File: src/rtl/jtag_mem_arbiter.sv
// jtag_mem_arbiter
//   Two-master, one-slave memory arbiter. Master 0 is the JTAG debug port,
//   master 1 is the CPU. Only one transaction is in flight at a time. Each
//   transaction walks IDLE -> REQ -> RSP -> DONE -> IDLE. The CPU is locked
//   out while the core is halted for debug.
//
// Ports
//   clk, rst                 single clock, synchronous active-high reset
//   halt_i                   1 = CPU halted, master 1 is not eligible
//   m0_* / m1_*              master request (level, held until ack),
//                            command fields, ack/err pulse, held read data
//   s_req_o .. s_wdata_o     slave command, held until s_gnt_i
//   s_gnt_i                  slave accepted the command
//   s_rvalid_i, s_rdata_i    slave completion and read data
//   busy_o                   arbiter not idle
//
// All outputs come straight from flops.
module jtag_mem_arbiter #(
    parameter int ADDR_W  = 32,
    parameter int DATA_W  = 32,
    parameter int TIMEOUT = 256
) (
    input  logic              clk,
    input  logic              rst,
    input  logic              halt_i,

    input  logic              m0_req_i,
    input  logic              m0_we_i,
    input  logic [ADDR_W-1:0] m0_addr_i,
    input  logic [DATA_W-1:0] m0_wdata_i,
    output logic              m0_ack_o,
    output logic              m0_err_o,
    output logic [DATA_W-1:0] m0_rdata_o,

    input  logic              m1_req_i,
    input  logic              m1_we_i,
    input  logic [ADDR_W-1:0] m1_addr_i,
    input  logic [DATA_W-1:0] m1_wdata_i,
    output logic              m1_ack_o,
    output logic              m1_err_o,
    output logic [DATA_W-1:0] m1_rdata_o,

    output logic              s_req_o,
    output logic              s_we_o,
    output logic [ADDR_W-1:0] s_addr_o,
    output logic [DATA_W-1:0] s_wdata_o,
    input  logic              s_gnt_i,
    input  logic              s_rvalid_i,
    input  logic [DATA_W-1:0] s_rdata_i,

    output logic              busy_o
);

    localparam int CNT_W = $clog2(TIMEOUT + 1);

    typedef enum logic [1:0] {
        S_IDLE,
        S_REQ,
        S_RSP,
        S_DONE
    } state_t;

    state_t state_q, state_d;

    logic             owner_q;       // 0 = m0, 1 = m1
    logic             last_grant_q;  // owner of the most recent grant
    logic             we_q;
    logic [CNT_W-1:0] cnt_q;

    logic elig0, elig1;
    logic grant;                     // arbitration happens this cycle
    logic grant_m1;                  // winner when grant = 1
    logic timeout_hit;
    logic to_err;                    // entering DONE because of timeout
    logic capture_rd;                // entering DONE on s_rvalid_i
    logic we_next;
    logic enter_wait;                // entering REQ or RSP from elsewhere

    // Master 1 is only eligible while the core is running.
    assign elig0 = m0_req_i;
    assign elig1 = m1_req_i & ~halt_i;

    // On contention the master that did not win last time wins now.
    assign grant_m1 = elig1 & (~elig0 | ~last_grant_q);

    // The counter starts at 0 on the first cycle of REQ/RSP. Reaching
    // TIMEOUT-1 means TIMEOUT cycles have been spent in the state.
    assign timeout_hit = (cnt_q == CNT_W'(TIMEOUT - 1));

    always_comb begin
        state_d    = state_q;
        grant      = 1'b0;
        to_err     = 1'b0;
        capture_rd = 1'b0;
        case (state_q)
            S_IDLE: begin
                if (elig0 || elig1) begin
                    grant   = 1'b1;
                    state_d = S_REQ;
                end
            end
            S_REQ: begin
                // A grant on the last allowed cycle still counts.
                if (s_gnt_i) begin
                    state_d = S_RSP;
                end else if (timeout_hit) begin
                    state_d = S_DONE;
                    to_err  = 1'b1;
                end
            end
            S_RSP: begin
                if (s_rvalid_i) begin
                    state_d    = S_DONE;
                    capture_rd = 1'b1;
                end else if (timeout_hit) begin
                    state_d = S_DONE;
                    to_err  = 1'b1;
                end
            end
            S_DONE: begin
                // One-cycle completion. Requests are not sampled here.
                state_d = S_IDLE;
            end
            default: state_d = S_IDLE;
        endcase
    end

    // The write enable the slave sees must already match the new owner
    // on the grant edge, before we_q has been loaded.
    assign we_next = grant ? (grant_m1 ? m1_we_i : m0_we_i) : we_q;

    assign enter_wait = ((state_d == S_REQ) && (state_q != S_REQ)) ||
                        ((state_d == S_RSP) && (state_q != S_RSP));

    always_ff @(posedge clk) begin
        if (rst) begin
            state_q      <= S_IDLE;
            owner_q      <= 1'b0;
            last_grant_q <= 1'b1;    // m0 wins the first contention
            we_q         <= 1'b0;
            cnt_q        <= '0;
            s_req_o      <= 1'b0;
            s_we_o       <= 1'b0;
            s_addr_o     <= '0;
            s_wdata_o    <= '0;
            m0_ack_o     <= 1'b0;
            m0_err_o     <= 1'b0;
            m0_rdata_o   <= '0;
            m1_ack_o     <= 1'b0;
            m1_err_o     <= 1'b0;
            m1_rdata_o   <= '0;
            busy_o       <= 1'b0;
        end else begin
            state_q <= state_d;
            busy_o  <= (state_d != S_IDLE);

            if (enter_wait) begin
                cnt_q <= '0;
            end else if ((state_q == S_REQ) || (state_q == S_RSP)) begin
                cnt_q <= cnt_q + 1'b1;
            end

            if (grant) begin
                owner_q      <= grant_m1;
                last_grant_q <= grant_m1;
                we_q         <= we_next;
                s_addr_o     <= grant_m1 ? m1_addr_i  : m0_addr_i;
                s_wdata_o    <= grant_m1 ? m1_wdata_i : m0_wdata_i;
            end

            // The command stays asserted for every cycle spent in REQ.
            s_req_o <= (state_d == S_REQ);
            s_we_o  <= (state_d == S_REQ) && we_next;

            // Completion goes only to the current owner.
            m0_ack_o <= (state_d == S_DONE) && !owner_q;
            m1_ack_o <= (state_d == S_DONE) &&  owner_q;
            m0_err_o <= to_err && !owner_q;
            m1_err_o <= to_err &&  owner_q;

            // Read data is held until that master's next read completes.
            // A timed-out transaction clears it, whether read or write.
            if (to_err) begin
                if (owner_q) m1_rdata_o <= '0;
                else         m0_rdata_o <= '0;
            end else if (capture_rd && !we_q) begin
                if (owner_q) m1_rdata_o <= s_rdata_i;
                else         m0_rdata_o <= s_rdata_i;
            end
        end
    end

endmodule

File: config.mk
export PLATFORM = sky130hd
export DESIGN_NAME = jtag_mem_arbiter
export DESIGN_NICKNAME = d
export VERILOG_FILES = /design/src/rtl/jtag_mem_arbiter.sv
export SDC_FILE = /design/constraint.sdc
export NUM_CORES = 1
export LEC_CHECK = 0
export BUFFER_PORTS_ARGS = -buffer_cell sky130_fd_sc_hd__clkbuf_2
export CAP_MARGIN = 10
export CORE_UTILIZATION = 45
export CTS_CLUSTER_DIAMETER = 200
export CTS_CLUSTER_SIZE = 30
export DETAILED_ROUTE_END_ITERATION = 10
export PLACE_DENSITY_LB_ADDON = 0.12
export SYNTH_ARGS = -nofsm -noshare
export SYNTH_HDL_FRONTEND = slang
export SYNTH_SLANG_ARGS = --single-unit
File: constraint.sdc
create_clock -name clk -period 6 [get_ports clk]
set_input_delay 1.2 -clock clk [delete_from_list [all_inputs] [get_ports clk]]
set_output_delay 1.2 -clock clk [all_outputs]
set_load 0.005 [all_outputs]
==> results.json <==
{
  "fp.dieH_um": 120,
  "skew_ps": 8.58,
  "synth-seq-cells": 149,
  "totalPowerFinal_w": 0.00277,
  "crit_type": "reg -> reg",
  "placed_area_um2": 7830,
  "holdCritStartpoint": "m0_rdata_o[1]",
  "ant_nets": 0,
  "synthCells": 629,
  "clk_pin_slew_worst_paths_ps": 60,
  "whs_endpoint": "m0_rdata_o[1]",
  "initial_core_util_pct": 46.8,
  "final_area_um2": 8470,
  "port_buffers": 303,
  "netlist-cell-type-count": 38,
  "slew_violations": 0,
  "cts_resized": 0,
  "synthFlopType": "dfxtp_1",
  "cts-root-buf": "clkbuf_16",
  "synthArstFlopShare_pct": 0,
  "die_w_um": 120,
  "holdCritPathClass": "reg -> reg",
  "cp-end-kind": "flip-flop",
  "cts_made_buffers": 17,
  "reg2regPathDepth": 9,
  "yosysMostFrequentCell": "dfxtp_1",
  "ir_drop_v": 0.000219,
  "grt_pass1_vias": 5137,
  "yosys_warnings": 0,
  "arrival_ps": 3250,
  "row_count": 42,
  "track_usage_pct": 22.4,
  "crit_required_ps": 6270,
  "synth_common_cells": "dfxtp_1 (149), nor2_1 (139), mux2i_1 (130)",
  "globalplace.congestion": 0.789,
  "netlist_area_um2": 6290,
  "wl_per_cell_um": 14.8,
  "vias_per_cell": 4.96,
  "clock-sinks": 149,
  "p_per_area_nw_per_um2": 328,
  "postSynthAreaPerCell_um2": 10.0,
  "vias": 5440,
  "firstDrtPassIters": 5,
  "fillCellCount": 1192,
  "routed_wl_um": 16300,
  "ios": 304,
  "drv_cap": 0,
  "setup_violations": 0,
  "core_region_area_um2": 13500,
  "antenna_found_initial": 0,
  "status": "complete, no violations",
  "clk_latency_ps": 410,
  "hpwl_um": 12000,
  "r2r_slack_ps": 3010,
  "cp_max_fo": 36,
  "finalCriticalPeriod_ps": 2990,
  "n_antenna_cell": 0,
  "fin_crit_sh_pct": 49.8,
  "grt_start_max_net_pins": 94,
  "totalNegativeSetupSlack_ps": 0,
  "p_leak_nw": 3.69,
  "post-route-drc-count": 0,
  "cts_tree": "built",
  "post_cts_buffers": 0,
  "synth_edf_count": 0,
  "ys_seq_area_share_pct": 47.4,
  "overflow": 0,
  "finalHoldViolCount": 0,
  "max_freq_mhz": 335,
  "grt_first_pass_wirelength_um": 25200,
  "worstSetupStartpointType": "flip-flop",
  "cts_hold_buffers": 0,
  "cts_htree_levels": 4,
  "maxSlewHeadroom_pct": 35.5,
  "min_delay_path_depth": 2,
  "max_slew.worst_pin.slew_ps": 967,
  "synthTopCellsByArea": "dfxtp_1 (47%), mux2i_1 (21%), nor2_1 (8.3%)",
  "synth_top_cell_area_share_pct": 47.4,
  "drive_above_1_share_pct": 37.5,
  "rsz0062_at_grt": "no",
  "r2r-start": "cnt_q[2]",
  "cts_buffer_depth": 2,
  "die_area_um2": 14500,
  "drtIter0Drc": 192,
  "synth_nets": 805,
  "synth.largest_area_cell": "dfxtp_1",
  "area_growth_pct": 34.6,
  "layout.nets": 1085,
  "r2r-end": "m1_rdata_o[2]"
}
==> how the worst max path moves through the flow <==
| stage | from | end | slack [ps] | cells after the start |
|---|---|---|---|---|
| 3_3_place_gp | s_gnt_i | m0_rdata_o[13] | 2790 | 7 |
| 6_report | cnt_q[2] | m1_rdata_o[2] | 3010 | 9 |
| 5_1_grt | cnt_q[2] | m0_rdata_o[25] | 2810 | 9 |
| 4_1_cts | cnt_q[2] | m1_rdata_o[2] | 2970 | 9 |
| 2_1_floorplan | s_gnt_i | m0_rdata_o[25] | 3580 | 6 |
| 3_5_place_dp | s_gnt_i | m1_rdata_o[2] | 2690 | 7 |
==> registers in the layout, indices dropped and copies added, names as in the netlist <==
name and count:
m1_ack_o 1, m1_rdata_o 32, m0_err_o 1, owner_q 1, busy_o 1, last_grant_q 1, s_req_o 1, m1_err_o 1
s_we_o 1, m0_ack_o 1, s_addr_o 32, state_q 2, s_wdata_o 32, cnt_q 9, we_q 1, m0_rdata_o 32
==> logic make-up (layout without fill, tap and decap cells) <==
group / count (synthesis) / after routing / synth area share [%]
and+or+nand+nor: 201 / 201 / 14.3
adders and majority gates: 7 / 7 / 1.39
buffers and inverters: 53 / 345 / 4.69
muxes: 130 / 130 / 20.7
xor gates and xnor gates: 7 / 7 / 0.975
DFF: 149 / 149 / 47.4
AOI/OAI and AO/OA: 82 / 82 / 10.5
==> critical path, cell delays in order, from the launching register on <==
cell,delay [ps]
dfxtp_1,380
nand3_1,140
or3_1,370
nor2_1,120
ha_1,260
o211ai_4,330
a21oi_4,390
buf_4,490
mux2i_1,290
nor2_1,50
==> power breakdown <==
part | internal, W | switching (W)
Sequential | 0.00108 | 0.0000526
Combinational | 0.000222 | 0.000276
Clock | 0.000737 | 0.000402
Total | 0.00204 | 0.000730
==> per-layer routing <==
layer,global-route usage (%),wire (um)
met5,0,0
met1,26.1,6800
met2,38.1,7990
met4,10.7,504
met3,5.90,964
==> stage by stage <==
step | util [%] | hold slack, ps | setup slack, ps | instances
after floorplan | - | 448 | 3580 | 629
after global placement | 58.2 | 472 | 2790 | 1066
after detailed placement | 58.2 | 480 | 2690 | 1066
after CTS | 62.9 | 496 | 2970 | 1097
after global routing | 62.9 | 513 | 2810 | 1097
final | 62.9 | 492 | 3010 | 1097
==> cell type report <==
cell class	instances	area, um^2	area share [%]
repair buffers	308	1570	18.5
multi-input cells	427	3030	35.8
clock inverters	12	204	2.41
clock buffers	19	433	5.11
inverters	6	22.5	0.266
well taps	176	220	2.60
flip-flops and latches	149	2980	35.2
==> cell usage in the layout, fill, tap and decap left out, types with 2 or more instances in the layout <==
cell type and instances:
a211oi_1 66, a21oi_1 3, a21oi_4 2, and2_1 33, and2b_1 2, buf_4 5
bufinv_16 5, clkbuf_1 2, clkbuf_16 17, clkbuf_2 302, clkinv_4 2, clkinvlp_4 3
dfxtp_1 149, ha_1 7, inv_1 6, mux2i_1 130, nand2_1 3, nand3_1 2
nand3b_1 2, nand4_1 2, nor2_1 139, nor3_1 12, or3_1 2, xnor2_1 4
xor2_1 3
No activity file was read; power rests on OpenSTA's default activity.
